File: src/rtl/mem_arbiter_rr.sv
// rtl/mem_arbiter_rr.sv - N-port line arbiter in front of a single downstream memory port.
// One transaction outstanding at a time; winner chosen round-robin or by fixed priority.
module mem_arbiter_rr #(
    parameter int NUM_PORTS     = 2,
    parameter int ADDR_WIDTH    = 16,
    parameter int DATA_WIDTH    = 128,
    parameter int PRIORITY_MODE = 0,
    localparam int GW           = (NUM_PORTS > 1) ? $clog2(NUM_PORTS) : 1
) (
    input  logic                             clk,
    input  logic                             rst,
    input  logic [NUM_PORTS-1:0]             req_read,
    input  logic [NUM_PORTS-1:0]             req_write,
    input  logic [NUM_PORTS*ADDR_WIDTH-1:0]  req_address,
    input  logic [NUM_PORTS*DATA_WIDTH-1:0]  req_wdata,
    output logic [NUM_PORTS-1:0]             req_resp,
    output logic [DATA_WIDTH-1:0]            req_rdata,
    output logic                             mem_read,
    output logic                             mem_write,
    output logic [ADDR_WIDTH-1:0]            mem_address,
    output logic [DATA_WIDTH-1:0]            mem_wdata,
    input  logic                             mem_resp,
    input  logic [DATA_WIDTH-1:0]            mem_rdata,
    output logic [GW-1:0]                    grant_id,
    output logic                             busy,
    output logic [15:0]                      contention_count
);

    typedef enum logic {IDLE = 1'b0, BUSY = 1'b1} state_t;

    state_t                  state_q, state_d;
    logic [GW-1:0]           rr_ptr_q, rr_ptr_d;
    logic [GW-1:0]           grant_q, grant_d;
    logic                    op_read_q, op_read_d;
    logic                    op_write_q, op_write_d;
    logic [ADDR_WIDTH-1:0]   addr_q, addr_d;
    logic [DATA_WIDTH-1:0]   wdata_q, wdata_d;
    logic [15:0]             contention_q, contention_d;

    logic [NUM_PORTS-1:0]    requesting;
    logic [GW-1:0]           winner;
    int                      n_req;
    int                      sel;

    // Scan from the highest offset down so the lowest offset from the start point wins.
    always_comb begin
        requesting = req_read | req_write;
        winner     = '0;
        n_req      = 0;
        sel        = 0;
        for (int i = 0; i < NUM_PORTS; i++) begin
            if (requesting[i]) n_req++;
        end
        for (int k = NUM_PORTS - 1; k >= 0; k--) begin
            sel = (PRIORITY_MODE != 0) ? k : (int'(rr_ptr_q) + k) % NUM_PORTS;
            if (requesting[GW'(sel)]) winner = GW'(sel);
        end
    end

    always_comb begin
        state_d      = state_q;
        rr_ptr_d     = rr_ptr_q;
        grant_d      = grant_q;
        op_read_d    = op_read_q;
        op_write_d   = op_write_q;
        addr_d       = addr_q;
        wdata_d      = wdata_q;
        contention_d = contention_q;
        case (state_q)
            IDLE: begin
                if (|requesting) begin
                    grant_d    = winner;
                    // A port asserting both read and write gets only the write.
                    op_write_d = req_write[winner];
                    op_read_d  = ~req_write[winner];
                    addr_d     = req_address[winner*ADDR_WIDTH +: ADDR_WIDTH];
                    wdata_d    = req_wdata[winner*DATA_WIDTH +: DATA_WIDTH];
                    state_d    = BUSY;
                    if (n_req >= 2 && contention_q != 16'hFFFF) begin
                        contention_d = contention_q + 16'd1;
                    end
                end
            end
            BUSY: begin
                if (mem_resp) begin
                    state_d  = IDLE;
                    rr_ptr_d = GW'((int'(grant_q) + 1) % NUM_PORTS);
                end
            end
            default: state_d = IDLE;
        endcase
    end

    always_ff @(posedge clk or posedge rst) begin
        if (rst) begin
            state_q      <= IDLE;
            rr_ptr_q     <= '0;
            grant_q      <= '0;
            op_read_q    <= 1'b0;
            op_write_q   <= 1'b0;
            addr_q       <= '0;
            wdata_q      <= '0;
            contention_q <= '0;
        end else begin
            state_q      <= state_d;
            rr_ptr_q     <= rr_ptr_d;
            grant_q      <= grant_d;
            op_read_q    <= op_read_d;
            op_write_q   <= op_write_d;
            addr_q       <= addr_d;
            wdata_q      <= wdata_d;
            contention_q <= contention_d;
        end
    end

    always_comb begin
        busy             = (state_q == BUSY);
        mem_read         = busy & op_read_q;
        mem_write        = busy & op_write_q;
        mem_address      = addr_q;
        mem_wdata        = wdata_q;
        grant_id         = grant_q;
        contention_count = contention_q;
        req_resp         = '0;
        req_rdata        = '0;
        if (busy && mem_resp) begin
            req_resp[grant_q] = 1'b1;
            req_rdata         = mem_rdata;
        end
    end

endmodule

File: config.mk
export PLATFORM = sky130hd
export DESIGN_NAME = mem_arbiter_rr
export DESIGN_NICKNAME = d
export VERILOG_FILES = /design/src/rtl/mem_arbiter_rr.sv
export SDC_FILE = /design/constraint.sdc
export NUM_CORES = 1
export LEC_CHECK = 0
export CORE_AREA = 2 2 283 285
export DETAILED_ROUTE_END_ITERATION = 6
export DIE_AREA = 0 0 285 287
export PLACE_DENSITY_LB_ADDON = 0.2
export SYNTH_ARGS = -nofsm -noshare
export SYNTH_HDL_FRONTEND = slang
export SYNTH_SLANG_ARGS = --single-unit
File: constraint.sdc
create_clock -name clk -period 13.54 [get_ports clk]
set_clock_uncertainty 0.2 [all_clocks]
set_input_delay 1.354 -clock clk [delete_from_list [all_inputs] [get_ports clk]]
set_output_delay 1.354 -clock clk [all_outputs]
set_load 0.01 [all_outputs]
**Yosys cells after proc, flatten, opt, wreduce, memory -nomap -nowiden**

Cells that the tools add are included.

- Input bits: 423
- Output and inout port bits: 294
- Register bits after elaboration: 165

- Reduce and logical (&&, ||, !) cells: 7
- Equality and inequality tests: 1
- Bitwise logic cells: 5
- Shift-type cells: 2
- Multiplexer cells: 17
- Order comparisons: 6
- $add $sub $neg: 4

Operators by type and width:

| operator | count |
|---|---|
| variable part select 256 x 9 -> 128 bit | 1 |
| 2-to-1 mux 128 bit | 1 |
| adder 32 x 2 -> 32 bit (second input constant) | 1 |
| >= comparator 32 x 3 -> 1 bit (second input constant) | 1 |
| 2-to-1 mux 32 bit | 1 |
| variable part select 32 x 6 -> 16 bit | 1 |
| adder 16 x 1 -> 16 bit (second input constant) | 1 |
| inequality test 16 bit (second input constant) | 1 |
| 2-to-1 mux 1 bit | 12 |
| less-than comparator 1 x 3 -> 1 bit (second input constant) | 2 |
| less-than comparator 1 x 2 -> 1 bit (second input constant) | 2 |
| AND reduction 2 bit | 2 |
| logical AND 1 bit | 3 |
| AND reduction 3 bit | 1 |
| adder 1 bit (second input constant) | 2 |
| bitwise AND 1 bit | 2 |
| 2-to-1 mux 2 bit | 1 |
| NOT 1 bit | 2 |
| bitwise OR 2 bit | 1 |
| case mux 1 bit (2 select lines) | 1 |
| OR reduction 2 bit | 1 |
| demux 1 bit (select 1 bit) | 1 |
| >= comparator 1 bit (second input constant) | 1 |

**Logic depth before layout (Yosys ltp)**

Gate-level depths: netlist (run 1).

- Depth after elaboration: 9
- Mapped depth: 9
- Gate-level depth less buffers: 5

**Worst setup path after synthesis (run 1)**

Ideal clock, no wire load.

- Path type: input port to output port
- Start: input mem_resp
- End: output req_rdata[100]
- Slack: 9980 ps
- Stages: 3
- Data arrival time: 2006 ps
- Required time: 11986 ps
- Cells stage by stage: clkbuf_1 -> clkbuf_1 -> and3_1

- Cells in the longest elaborated chain, start to end: 2

RTL lines:

| element | line | RTL |
|---|---|---|
| start, declared | 22 | `input logic mem_resp,` |
| logical AND 1 bit | 126 | `if (busy && mem_resp) begin` |
| 2-to-1 mux 128 bit | 126 |  |
| end, declared | 17 | `output logic [DATA_WIDTH-1:0] req_rdata,` |

Every way passes these cells.

**Worst setup path in the final report (run 1)**

- Start: input mem_resp
- End: output req_rdata[117]

Same word-level chain as after synthesis.

==> results.md, run 1 <==
- Flop pwr share: 0.341
- Resize count post-CTS: 0
- Initial antenna violation count: 4
- Pint: 1.29 mW
- Unrepaired setup endpoints after global routing: false
- Switching share of power: 0.346
- Core box area: about 79,000 sq um
- Post-DP HPWL: 34,800 microns
- VDD IR max: 0.0604 mV
- Post-route clock period utilization: 0.359
- Synth cell types: 37
- Largest net degree at the start of global routing: ~140
- Die height: 287 microns
- Critical Path AT: about 3300 ps
- Least-Margin Pin Slew: ~1100 ps
- RD Place Congestion: 0.896
- DR vias/cell: 3.40
- Mapped cell area: 8610 sq um
- Post-synth top area share: 0.480
- Die Footprint: 81,800 sq um
- Maximum clock frequency: 206 MHz
- Layout cell share with drive strength beyond 1: 0.0377
- DRC viols: 0
- CTS max path bufs: 2
- Worst hold margin: 275 ps
- Yosys warns: 0
- Worst Setup Start Kind: input port
- NumNets Final: slightly below 2,000
- H-tree depth: 4
- Layout Cells excl Fill: 2,615
- Clk sinks: 165
- Synthesized Nets: ~1,300
- Psw: 0.686 mW
- Clock Latency Late Sink: roughly 470 ps
- Setup violations, final: 0
- CP required: 11,990 ps
- Row count: 103
- Final hold violation count: 0
- Post-synth ARST share: 1.00
- Mapped Cells: a little under 900
- Clk Tree Root Cell: clkbuf_16
- Detailed-route wire length per cell: 16.6 microns
- Layout area overhead: 102%
- Detailed router's first-iteration violation count: 314
- Status: finished, final reports clean
- Num ports: 717
- Final Max Tran Viols: 0
- GR Overflow Total: 0
- TNS Setup: 0 ps
- Dpl cells: 2,581
- GR Util All Layers: 0.102
- First-pass GRT wire length: 62,400 microns
- Final WL: 43,300 microns
- Register area share after synthesis: 0.480
- Initial core utilization: 0.110
- #FFs+latches synth: roughly 170
- I/O Buffers: approximately 720
- Avg Synthesized Cell Area: between 9 and 10 sq um
- Setup bufs post-CTS: 0
- Max cap viols: 0
- CTS hold repair buffers: 0
- Via count: just under 9,000
- Pwr dens: 114 nW/um^2
- Minimum clock period: 4860 ps
- Synth top area cells: dfrtp_1 (48%), mux2i_1 (17%), and3_1 (9.4%)
- DRT antenna net count: 0
- Post-synth EDFFs: 0
- CP endpoint kind: primary output
- Vias in the first global route: 9,096
- Num CTS Buffers: 17
- Tightest Hold Check Type: flop to flop
- Crit path max fanout: 115
- Clock transition at path regs: 80 ps
- Main synth FF type: dfrtp_1
- CTS tree: yes
- Lkg Pwr: 7.33 nW
- Kind of critical path: input port to primary output
- DIE WIDTH: around 290 microns
- Drt pass-1 iters: 6
- Max_slew headroom: 0.249
- Comb pwr share: 0.401
- Clk pwr share: 0.258
- Synth area leader: dfrtp_1
[layer usage]
metal	share of wire	track usage
met1	0.42	0.124
met2	0.49	0.170
met3	0.070	0.0319
met4	0.019	0.0349
met5	0.00095	0
[final cells by class]
type | instances | area (sq um)
Multi-Input combinational cell | 638 | 4080
Clock inverter | 15 | 179
Clock buffer | 17 | 425
Antenna cell | 2 | 5.00
Inverter | 2 | 15.0
Sequential cell | 165 | 4130
Tap cell | 1050 | 1310
Timing Repair Buffer | 726 | 7240
Fill cell | 8609 | 61200
[worst max-delay path, cell delays in order]
cell and delay [ps]:
buf_2 280, buf_4 690, and3_1 290, clkdlybuf4s50_1 570
[sequential cells by signal, indices dropped and copies added (netlist names)]
signal            flops
rr_ptr_q              1
op_read_q             1
mem_address          16
op_write_q            1
busy                  1
grant_id              1
contention_count     16
mem_wdata           128
[power by group through the flow]
| stage | clock network (mW) | registers [mW] | logic, mW |
|---|---|---|---|
| floorplan | 0 | 0.722 | 0.271 |
| global placement | 0 | 0.684 | 0.812 |
| detailed placement | 0 | 0.687 | 0.812 |
| CTS | 0.541 | 0.679 | 0.813 |
| global route | 0.560 | 0.693 | 0.857 |
| finish | 0.511 | 0.676 | 0.794 |
[path summary, 6_finish.rpt]
| kind | cells after the start | end | from | slack [ps] |
|---|---|---|---|---|
| worst max-delay path | 4 | req_rdata[117] | mem_resp | 8680 |
| worst min-delay path | 1 | op_read_q | op_read_q | 280 |
| worst max register to register | 5 | mem_wdata[120] | busy | 9700 |
| worst min register to register | 1 | op_read_q | op_read_q | 280 |
| max in group asynchronous | 3 | busy | rst | 10870 |
| min in group asynchronous | 2 | mem_wdata[51] | rst | 1100 |
[cells in the mapped netlist, types with 2 or more instances]
library cell and number:
nor2_1 9, inv_1 2, o21ai_0 66, nand2_1 152
mux2i_1 145, buf_6 10, buf_2 15, dfrtp_1 165
nand4_1 5, nor4_1 3, mux2_1 2, xor2_1 9
nand3_1 5, o21ai_1 81, or4_4 2, and2_1 3
nor3_1 4, and3_1 129, xnor2_1 5, or4_1 3
clkbuf_1 50, nor4_2 3
[cell families after synthesis]
family | count (synthesis) | share of synthesized area
flip-flops | 165 | 0.480
adder cells (fa/ha/maj) | 1 | 0.00145
buffers and inverters | 80 | 0.0475
XOR/XNOR | 14 | 0.0142
multiplexers | 148 | 0.173
AO/OA/AOI/OAI | 151 | 0.0898
AND/OR/NAND/NOR | 324 | 0.195
[stage by stage]
stage	util	total power [mW]	instance area [sq um]	setup WS, ps
2_1_floorplan	-	0.993	8610	7520
3_3_place_gp	0.213	1.50	16800	8580
3_5_place_dp	0.213	1.50	16800	8550
4_1_cts	0.221	2.03	17400	8700
5_1_grt	0.221	2.11	17400	8540
6_report	0.221	1.98	17400	8680
[placed cells by master (no fill, tap or decap), drive strengths merged]
master	n
clkbuf	17
nor3	4
o22ai	1
nand2	152
clkdlybuf4s50	715
or4	5
a21oi	1
or2	2
mux2	3
a211oi	1
nand3b	1
diode	2
nand3	5
buf	11
xnor2	5
nor4b	1
nor4	7
and2	3
mux2i	145
o21ai	147
and3	129
a21o	1
dfrtp	165
nor2	9
ha	1
clkinv	7
xor2	9
inv	10
nand4	6
Power figures use the tool's default switching activity.
==> run 2, diff against run 1 <==
--- a/config.mk
+++ b/config.mk
@@ -5,9 +5,9 @@
 export SDC_FILE = /design/constraint.sdc
 export NUM_CORES = 1
 export LEC_CHECK = 0
-export CORE_AREA = 2 2 283 285
+export CORE_AREA = 2 2 278 280
 export DETAILED_ROUTE_END_ITERATION = 6
-export DIE_AREA = 0 0 285 287
+export DIE_AREA = 0 0 280 282
 export PLACE_DENSITY_LB_ADDON = 0.2
 export SYNTH_ARGS = -nofsm -noshare
 export SYNTH_HDL_FRONTEND = slang
==> constraint.sdc (replaced) <==
create_clock -name clk -period 4.8 [get_ports clk]
set_clock_uncertainty 0.2 [all_clocks]
set_input_delay 0.48 -clock clk [delete_from_list [all_inputs] [get_ports clk]]
set_output_delay 0.48 -clock clk [all_outputs]
set_load 0.01 [all_outputs]
==> run 2 against run 1 <==
Compared with the run above: wire length up 1.2%; critical path depth down 1; non-clock buffer count up 11; first-iteration DRC count up 1.3%; flip-flop and latch count unchanged; cell area up 0.18%; critical path type is now flop to primary output; power rose to 2.8 times the previous value; die area down 3.5%; cell count down 2.4%; via count up 0.13%; core utilization up 0.89 points; setup slack worse by 7600 ps.
==> results.md, run 2 (synthesized netlist as in run 1, its figures left out) <==
- Setup violations, final: 0 (unchanged)
- Largest register FFs: 128 (unchanged)
- Least-Margin Pin Slew: 1040 ps (was 1130 ps)
- Dpl cell area: 16,800 sq um (about the same)
- Kind of critical path: flop to primary output (was input port to primary output)
- # diodes: 0 (was 2)
- DRC viols: 0 (unchanged)
- Final WS setup: 1060 ps (was 8680 ps)
- Final WL: 43,900 microns (was 43,300 microns)
- Via count: 8,901 (was 8,889)
- Num CTS Buffers: 17 (unchanged)
- CTS tree: yes (unchanged)
- Crit-path max cell delay: 1040 ps (was 690 ps)
- Layout cell share with drive strength beyond 1: 0.0445 (was 0.0377)
- Worst hold margin: 278 ps (was 275 ps)
- Unrepaired setup endpoints after global routing: false (unchanged)
- Num ports: 717 (unchanged)
- CTS hold repair buffers: 0 (unchanged)
- Final Max Tran Viols: 0 (unchanged)
- CTS max path bufs: 2 (unchanged)
- DR vias/cell: 3.49 (was 3.40)
- Clock transition at path regs: 70 ps (was 80 ps)
- Clk Tree Root Cell: clkbuf_16 (unchanged)
- Tightest Hold Check Type: input port to async pin (was flop to flop)
- Commonest cells after routing, fill and taps aside: clkdlybuf4s50_1 (715), dfrtp_1 (164), nand2_1 (152) (unchanged)
- Largest net degree at the start of global routing: 91 (was 137)
- Core box area: 75,700 sq um (was 78,600 sq um)
- Cells along the critical path: buf_4 -> and3_1 -> clkdlybuf4s50_1 (was buf_2 -> buf_4 -> and3_1 -> clkdlybuf4s50_1)
- Pwr dens: 321 nW/um^2 (was 114 nW/um^2)
- Dpl cells: 2,520 (was 2,581)
- Layout Cells excl Fill: 2,552 (was 2,615)
- Clk sinks: 165 (unchanged)
- DRT antenna net count: 0 (unchanged)
- Maximum clock frequency: roughly 270 MHz
- Slowest cell on crit path: dfrtp_2 (was buf_4)
- Finished Cell Area: 17,400 sq um (about the same)
- Final core utilization: 0.230 (was 0.221)
- Drt pass-1 iters: 4 (was 6)
- GR Overflow Total: 0 (unchanged)
- Most common cell after layout, fill and taps aside: clkdlybuf4s50_1 (unchanged)
- Initial antenna violation count: 2 (was 4)
- Worst Setup Start Kind: flop (was input port)
- Detailed router's first-iteration violation count: 318 (was 314)
- CP required: 4120 ps (was 11,990 ps)
- Total power: 5.59 mW (was 1.98 mW)
- Post-DP HPWL: 35,200 microns (was 34,800 microns)
- DIE WIDTH: 280 microns (was 285 microns)
- Reg2Reg Depth: 3 (was 5)
- Multi-input gate area in the final layout: 4080 sq um (unchanged)
- CP endpoint kind: primary output (unchanged)
- Max cap viols: 0 (unchanged)
- TNS Setup: 0 ps (unchanged)
- Clock Latency Late Sink: 470 ps (about the same)
- I/O Buffers: 716 (unchanged)
- VDD IR max: 0.204 mV (was 0.0604 mV)
- Max_slew headroom: 0.305 (was 0.249)
- Setup slack after placement: 1580 ps (was 8550 ps)
- Setup bufs post-CTS: 0 (unchanged)
- Row count: 101 (was 103)
- First-pass GRT wire length: 62,100 microns (was 62,400 microns)
- Critical Path AT: 3060 ps (was 3310 ps)
- Lkg Pwr: 7.39 nW (was 7.33 nW)
- Register area: 4130 sq um (unchanged)
- Post-route clock period utilization: 0.779
- RD Place Congestion: 0.972 (was 0.896)
- Die height: 282 microns (was 287 microns)
- Detailed-route wire length per cell: 17.2 microns (was 16.6 microns)
- Vias in the first global route: 9,085 (was 9,096)
- Final hold violation count: 0 (unchanged)
- Layout area overhead: 102% (about the same)
- H-tree depth: 4 (unchanged)
- NumNets Final: 1,985 (was 1,974)
- GR Util All Layers: 0.107 (was 0.102)
- Resize count post-CTS: 0 (unchanged)
- Status: finished, final reports clean (unchanged)
- Crit path max fanout: 72 (was 115)
- Die Footprint: 79,000 sq um (was 81,800 sq um)
- # fillers: 8,153 (was 8,609)
- Minimum clock period: 3740 ps
- Initial core utilization: 0.114 (was 0.110)
-- run 2: area by class of cell --
class	count	share of cell area
multi-input combinational	638	0.234
clock buffer	17	0.0244
inverter	2	0.000646
timing repair buffer	737	0.424
tap	978	0.0702
clock inverter	15	0.00869
sequential	165	0.237
-- run 2: per-layer routing --
layer | GRT usage | up-vias | part of all wire
li1 | - | 4443 | -
met1 | 0.129 | 4077 | 0.41
met2 | 0.178 | 344 | 0.49
met3 | 0.0351 | 37 | 0.082
met4 | 0.0366 | 0 | 0.018
met5 | 0 | - | 0
-- run 2: final timing paths --
kind / from / to / slack [ps]
hold reg to reg: mem_wdata[102] / mem_wdata[102] / 280
min in group clk: mem_wdata[102] / mem_wdata[102] / 280
setup reg to reg: busy / mem_wdata[126] / 1940
max in group asynchronous: rst / mem_wdata[48] / 3090
hold / removal: rst / mem_wdata[122] / 280
setup / recovery: busy / req_rdata[56] / 1060
-- run 2: power by group --
part           switching, mW  internal, mW
logic                  0.998          1.28
clock network          0.712         0.694
registers              0.214          1.69
total                   1.92          3.67
-- run 2: worst max-delay path, delay by kind of cell, from the launching register on --
kind,cells,cell delay (ps)
flops,1,1040
buf+inv,2,1200
simple gates,1,270
==> run 3, diff against run 2 <==
==> constraint.sdc (replaced) <==
create_clock -name clk -period 3.52 [get_ports clk]
set_clock_uncertainty 0.2 [all_clocks]
set_input_delay 0.352 -clock clk [delete_from_list [all_inputs] [get_ports clk]]
set_output_delay 0.352 -clock clk [all_outputs]
set_load 0.01 [all_outputs]
==> run 3 against run 2 <==
Compared with the run above: combinational power up 39%; power up 37%; cell count up 0.55%; core utilization up 0.21 points; die area unchanged; sequential share of layout area down 0.22 points; critical path depth unchanged; cell area up 0.93%; non-clock buffer count up 14; worst hold slack worse by 190 ps; critical endpoint is now req_rdata[93].
==> results.md, run 3 (synthesized netlist as in run 1, its figures left out) <==
- Lkg Pwr: 7.48 nW (was 7.39 nW)
- Largest register FFs: 128 (unchanged)
- DIE WIDTH: 280 microns (unchanged)
- Final core utilization: 0.232 (was 0.230)
- Most common cell after layout, fill and taps aside: clkdlybuf4s50_1 (unchanged)
- DR vias/cell: 3.49 (about the same)
- Max cap viols: 0 (unchanged)
- Detailed-route wire length per cell: 17.3 microns (was 17.2 microns)
- Num ports: 717 (unchanged)
- Comb pwr share: 0.413 (was 0.407)
- Post-route clock period utilization: 0.774
- CTS max path bufs: 2 (unchanged)
- Commonest cells after routing, fill and taps aside: clkdlybuf4s50_1 (715), dfrtp_1 (164), nand2_1 (152) (unchanged)
- Drt pass-1 iters: 4 (unchanged)
- Pwr dens: 436 nW/um^2 (was 321 nW/um^2)
- VDD IR max: 0.233 mV (was 0.204 mV)
- Pint: 5.04 mW (was 3.67 mW)
- GR Overflow Total: 0 (unchanged)
- Core box area: 75,700 sq um (unchanged)
- Post-DP HPWL: 36,300 microns (was 35,200 microns)
- Initial antenna violation count: 0 (was 2)
- Final Max Tran Viols: 0 (unchanged)
- Status: finished, final reports clean (unchanged)
- Final hold violation count: 0 (unchanged)
- Via count: 8,961 (was 8,901)
- Maximum clock frequency: 367 MHz
- DRC viols: 0 (unchanged)
- # diodes: 0 (unchanged)
- Clock transition at path regs: 70 ps (about the same)
- TNS Setup: 0 ps (unchanged)
- # fillers: 8,187 (was 8,153)
- Largest net degree at the start of global routing: 133 (was 91)
- CP endpoint kind: primary output (unchanged)
- Layout cell share with drive strength beyond 1: 0.0529 (was 0.0445)
- Worst Setup Start Kind: flop (unchanged)
- Total power: 7.67 mW (was 5.59 mW)
- Max_slew headroom: 0.523 (was 0.305)
- Resize count post-CTS: 0 (unchanged)
- Setup violations, final: 0 (unchanged)
- Initial core utilization: 0.114 (unchanged)
- Clk pwr share: 0.248 (was 0.252)
- Vias in the first global route: 9,301 (was 9,085)
- Switching share of power: 0.343 (was 0.344)
- Tightest Hold Check Type: input port to async pin (unchanged)
- Row count: 101 (unchanged)
- I/O Buffers: 716 (unchanged)
- Psw: 2.63 mW (was 1.92 mW)
- DRT antenna net count: 0 (unchanged)
- First-pass GRT wire length: 62,500 microns (was 62,100 microns)
- Layout area overhead: 104% (was 102%)
- CTS hold repair buffers: 0 (unchanged)
- Least-Margin Pin Slew: 708 ps (was 1040 ps)
- Flop pwr share: 0.339 (was 0.341)
- GR Util All Layers: 0.107 (about the same)
- Num CTS Buffers: 17 (unchanged)
- Die height: 282 microns (unchanged)
- Final WL: 44,300 microns (was 43,900 microns)
- Minimum clock period: 2720 ps
- Kind of critical path: flop to primary output (unchanged)
- Critical Path AT: 2170 ps (was 3060 ps)
- Clk sinks: 165 (unchanged)
- CTS tree: yes (unchanged)
- H-tree depth: 4 (unchanged)
- Setup bufs post-CTS: 0 (unchanged)
- Clock Latency Late Sink: 470 ps (about the same)
- Clk Tree Root Cell: clkbuf_16 (unchanged)
- RD Place Congestion: 0.888 (was 0.972)
- Crit path max fanout: 101 (was 72)
- Die Footprint: 79,000 sq um (unchanged)
- CP required: 2970 ps (was 4120 ps)
- Detailed router's first-iteration violation count: 347 (was 318)
- NumNets Final: 1,999 (was 1,985)
- Unrepaired setup endpoints after global routing: false (unchanged)
run 3: cell types whose count changed in the layout (fill, tap and decap cells not counted), sizes merged:
cell / delta
clkinvlp: -1
clkinv: +2
inv: -1
buf: +14
run 3: layer usage:
layer / GRT usage / share of wire / vias up / routed length, microns
met5: 0 / 0 / - / 0
li1: - / - / 4475 / -
met2: 0.181 / 0.49 / 329 / 21900
met1: 0.127 / 0.42 / 4123 / 18400
met4: 0.0340 / 0.019 / 0 / 821
met3: 0.0370 / 0.071 / 34 / 3170
run 3: worst paths after layout:
check | from | end | slack, ps | cells after the start
setup reg to reg | contention_count[0] | contention_count[14] | 1290 | 5
max in group asynchronous | rst | mem_wdata[32] | 2240 | 3
hold reg to reg | mem_address[15] | mem_address[15] | 280 | 2
min in group clk | mem_resp | busy | 220 | 3
hold / removal | rst | mem_wdata[89] | 90 | 2
setup / recovery | busy | req_rdata[93] | 800 | 3
run 3: worst max-delay path: stages (launching register included):
cell and delay (ps):
dfrtp_2 460, buf_12 320, and3_1 270, clkdlybuf4s50_1 600
run 3: area by class of cell:
cell class                      count  area, sq um  share of cell area
Multi-Input combinational cell    638         4080               0.232
Timing Repair Buffer              751         7550               0.429
Sequential cell                   165         4130               0.235
Clock buffer                       17          425              0.0242
Clock inverter                     15          158             0.00897
Tap cell                          978         1220              0.0696
Inverter                            2         11.3            0.000640
run 3: power by group through the flow:
| stage | clock network [mW] | logic (mW) | registers, mW |
|---|---|---|---|
| 2_1_floorplan | 0 | 1.04 | 2.78 |
| 3_3_place_gp | 0 | 3.24 | 2.64 |
| 3_5_place_dp | 0 | 3.24 | 2.65 |
| 4_1_cts | 2.01 | 3.25 | 2.62 |
| 5_1_grt | 2.07 | 3.43 | 2.67 |
| 6_report | 1.90 | 3.17 | 2.60 |
run 3: metrics by stage:
stage               hold slack (ps)  instance area, sq um  setup slack [ps]  std cells
finish                         92.4                 17600               796       2566
global route                   90.1                 17600               654       2566
CTS                            49.0                 17600               704       2566
detailed placement              271                 17000               804       2534
global placement                262                 17000               850       2534
floorplan                       242                  8610               869        883
==> RTL change 1, RTL diff (config.mk and constraints of run 2) <==
Change the parameter `PRIORITY_MODE` from 0 to 1.
--- a/src/rtl/mem_arbiter_rr.sv
+++ b/src/rtl/mem_arbiter_rr.sv
@@ -6,3 +6,3 @@
     parameter int DATA_WIDTH    = 128,
-    parameter int PRIORITY_MODE = 0,
+    parameter int PRIORITY_MODE = 1,
     localparam int GW           = (NUM_PORTS > 1) ? $clog2(NUM_PORTS) : 1
Check against the original RTL: not settled (the Yosys comparison gave no result); the edit may change what the design does.
==> RTL change 1 against run 2 <==
Wire length decreased by 22%; worst setup slack improved by 0.084 ns; area after synthesis down 11%; sequential share of layout area rose by 3.5 points; sequential cell count is 2 lower; maximum frequency increased by 2.3%; power shrank 14%; design area fell by 14%; largest cell class unchanged.
==> RTL change 1: results (changes against run 2) <==
- Fillers: 8177 (+0.29%)
- Met3 usage: 3.03% (-0.47 points)
- Setup slack, reg-to-reg: 1.78 ns (-0.16 ns)
- Fmax: 0.274 GHz (+2.3%)
- Worst-Skew Late Latency: 0.49 ns (+0.02 ns)
- Clk tree area frac: 3.97% (+0.65 points)
- Initial antenna violation count: 4 (+2)
- Crit Reg-Reg Endpoint: mem_wdata[55]
- Synth Area in XOR/XNOR: 1.37% (-0.054 points)
- Post-Synth Adder-Cell Area: 0.163% (+0.018 points)
- VDD IR max: 261 uV (+28%)
- Multi-input gate share of the layout cell area: 21.8% (-1.6 points)
- Buffers from clock root to sink, at most: 2 (unchanged)
- Status: completed
- Commonest cells in the netlist: dfrtp_1 (163), and3_1 (132), mux2_4 (100)
- Port Buffers: 570 (-20%)
- Vias in the first global route: 7074 (-22%)
- Final sequential cell count: 163 (-1.2%)
- Non-CTS buffers: 577 (-22%)
- Tot GR Track Use: 8.45% (-2.3 points)
- Synth unique cells: 34 (-8.1%)
- Multiplexer share of the synthesized area: 26.6% (+9.3 points)
- Asr flop ratio synth: 100% (unchanged)
- Compound-gate portion of the synthesized area: 1.22% (-7.8 points)
- Routing usage on met1: 9.80% (-3.1 points)
- M2 GR Usage: 14.2% (-3.6 points)
- Diode count: 2 (+2)
- Max-slew headroom: 31.7% (+1.2 points)
- Top post-synthesis cells by area: dfrtp_1 (53%), mux2_4 (20%), and3_1 (11%)
- GP Congestion: 0.822 (-15%)
- Post-Syn Instances: 550 (-38%)
- DP Wirelength: 26.2 mm (-25%)
- Sequential cell area share: 27.2% (+3.5 points)
- Layout cells sized above 1: 14.0% (+9.5 points)
- Largest fanout on the critical path: 71 (-1.4%)
- First-pass GRT wire length: 48.6 mm (-22%)
- Critical Path AT: 2.98 ns (-0.08 ns)
- Pre-CTS setup slack: 1.17 ns (-0.407 ns)
- Leakage power: 6.23 nW (-16%)
- Iter 0 DRT Violations: 279 (-12%)
- Largest net degree at the start of global routing: 96 (+5.5%)
- Sequential area share after synthesis: 53.2% (+5.2 points)
- Final nets: 1522 (-23%)
- Via density per instance: 3.14 (-9.8%)
- Number of ordinary inverters in the final layout: 4 (+2)
- Non-clock buffers, area share: 38.6% (-3.8 points)
==> RTL change 1: routing by layer <==
layer,share of wire (%),up-vias
li1,-,3062
met2,50,295
met5,0.079,-
met4,1.5,4
met3,7.6,31
met1,41,3184
==> RTL change 1: where the power goes <==
group | internal, mW | switching (mW) | leakage [nW] | total, mW
sequential | 1.62 | 0.160 | 1.93 | 1.77
combinational | 1.03 | 0.586 | 4.02 | 1.61
clock | 0.697 | 0.730 | 0.283 | 1.43
total | 3.34 | 1.48 | 6.23 | 4.82
==> RTL change 1: metrics by stage <==
| stage | instance area (um2) | hold slack (ns) |
|---|---|---|
| 2_1_floorplan | 7680 | 0.274 |
| 4_1_cts | 15000 | 0.243 |
| 6_report | 15000 | 0.262 |
| 3_3_place_gp | 14400 | 0.270 |
| 3_5_place_dp | 14400 | 0.274 |
| 5_1_grt | 15000 | 0.278 |
==> RTL change 1: worst max-delay path, cell delays in order, from the launching register on <==
cell and delay (ns):
dfrtp_2 0.97, buf_4 0.59, and3_1 0.31, clkdlybuf4s50_1 0.56
==> RTL change 2, RTL diff (settings of run 2) <==
Made on the original files. `addr_q` no longer has a reset.
--- a/src/rtl/mem_arbiter_rr.sv
+++ b/src/rtl/mem_arbiter_rr.sv
@@ -100,3 +100,2 @@
             op_write_q   <= 1'b0;
-            addr_q       <= '0;
             wdata_q      <= '0;
@@ -109,3 +108,2 @@
             op_write_q   <= op_write_d;
-            addr_q       <= addr_d;
             wdata_q      <= wdata_d;
@@ -113,2 +111,6 @@
         end
+    end
+
+    always_ff @(posedge clk) begin
+        addr_q <= addr_d;
     end
Behaviour: not the same (Yosys sat finds a counterexample within 4 cycles, from zero or initial values and one cycle with rst high).
==> RTL change 2 against run 2 <==
Clock power hardly changed; die area stayed put; sequential cell count stayed put; worst setup slack better by 0.12 ns; critical path depth is 1 higher; synthesized cell count is 4.4% lower; area after synthesis is 0.97% lower; power is 2.4% lower; sequential share of layout area is 0.74 points higher; design area is 1.1% lower; utilization is 0.26 points lower; maximum frequency is 3.3% higher; first-iteration DRC count is 31% higher; wire length is 18% higher.
==> RTL change 2: results (changes against run 2) <==
- Post-CTS setup buffers: 0 (unchanged)
- Drt pass-1 iters: 4 (unchanged)
- Multiplexer share of the synthesized area: 17.4% (+0.15 points)
- Worst-Skew Late Latency: 0.48 ns
- DP Wirelength: 41.7 mm (+18%)
- Clock Power: 1.41 mW (about the same)
- Layout cells sized above 1: 4.13% (-0.32 points)
- Mapped Nets: 1268 (-3.0%)
- Total CTS buffers: 17 (unchanged)
- Pre-CTS setup slack: 1.65 ns (+0.0728 ns)
- Asr flop ratio synth: 90.3% (-9.7 points)
- Slew @ Worst Pin: 1.14 ns (+0.0973 ns)
- Sw frac: 33.3% (-1.1 points)
- Via density per instance: 3.53 (+1.3%)
- Top post-synthesis cells by area: dfrtp_1 (44%), mux2i_1 (15%), and3_1 (9.7%)
- GP Congestion: 1.00 (+3.3%)
- Post-synth top flop: dfrtp_1
- Sequential area share after synthesis: 49.4% (+1.4 points)
- Port Buffers: 716 (unchanged)
- Ys Warns: 0 (unchanged)
- Largest stage delay, worst path: 1.10 ns (+0.06 ns)
- Clk root buf: clkbuf_16
- Tot GR Track Use: 12.6% (+1.9 points)
- Critical Path AT: 2.94 ns (-0.12 ns)
- Sequential power share: 34.6% (+0.5 points)
- Buffers from clock root to sink, at most: 2 (unchanged)
- Worst min-delay path class: flip-flop to flip-flop
- Status: completed
- Synth Area in XOR/XNOR: 1.54% (+0.12 points)
- VDD IR max: 236 uV (+16%)
- Clock transition at the registers of the reported paths: 0.07 ns (about the same)
- First-pass GRT wire length: 70.4 mm (+13%)
- Largest net degree at the start of global routing: 136 (+49%)
- Avg WL per Cell: 20.6 um (+20%)
- Fillers: 8177 (+0.29%)
- Number of flops mapped to enable cells by yosys: 16 (+16)
- CTS H-tree depth: 4 (unchanged)
- Post-Synth Adder-Cell Area: 0.147% (+0.0014 points)
- CP delay by family, top: flip-flops
- Commonest cells in the netlist: dfrtp_1 (149), nand2_1 (134), and3_1 (132)
- Iter 0 DRT Violations: 416 (+31%)
- Compound-gate portion of the synthesized area: 7.97% (-1.0 points)
- Synth unique cells: 36 (-2.7%)
- DP Area: 0.0166 mm2 (-1.2%)
- Leakage power: 7.23 nW (-2.1%)
- Final nets: 1936 (-2.5%)
- Cts repair resizes: 0 (unchanged)
- Initial antenna violation count: 3 (+1)
- Max FFs per register: 128 (unchanged)
- Slowest cell on crit path: dfrtp_2
- Vias in the first global route: 8989 (-1.1%)
- Diode count: 0 (unchanged)
- Largest fanout on the critical path: 70 (-2.8%)
==> RTL change 2: cell count changes in the layout (fill, tap and decap cells not counted), moves of 6 or more <==
cell      before  now
mux2_2         1   18
nand2_1      152  134
dfrtp_1      164  148
buf_4         15    2
mux2i_1      145  128
o21ai_1       80   53
xor2_1         9    3
xnor2_1        5   12
o21ai_0       66   76
edfxtp_1       0   16
==> RTL change 2: layout make-up <==
| type | instances | area, um2 | area share, % |
|---|---|---|---|
| Clock inverter | 14 | 141 | 0.821 |
| Sequential cell | 165 | 4210 | 24.4 |
| Clock buffer | 18 | 429 | 2.49 |
| Multi-Input combinational cell | 599 | 3890 | 22.6 |
| Timing Repair Buffer | 724 | 7300 | 42.4 |
| Inverter | 5 | 23.8 | 0.138 |
| Tap cell | 978 | 1220 | 7.11 |
==> RTL change 2: worst paths after layout <==
check / start / end / slack, ns / cells after the start
max: busy / req_resp[0] / 1.18 / 4
min: mem_wdata[112] / mem_wdata[112] / 0.28 / 2
max reg2reg: busy / mem_wdata[25] / 1.85 / 4
min reg2reg: mem_wdata[112] / mem_wdata[112] / 0.28 / 2
max in group asynchronous: rst / mem_wdata[17] / 3.13 / 3
min in group asynchronous: rst / mem_wdata[8] / 0.32 / 2
==> RTL change 2: metrics by stage <==
step	total power, mW	cells	hold WS [ns]
after floorplan	2.74	844	0.242
after global placement	4.12	2471	0.262
after detailed placement	4.12	2471	0.272
after CTS	5.62	2503	0.288
after global routing	5.81	2503	0.299
final	5.45	2503	0.278
==> RTL change 2: layer usage <==
layer,vias to the layer above,GRT usage (%),wire (um)
met5,-,0,0
met4,0,2.78,485
met3,29,3.99,4170
met2,368,20.7,24800
met1,4145,16.1,22100
li1,4300,-,-
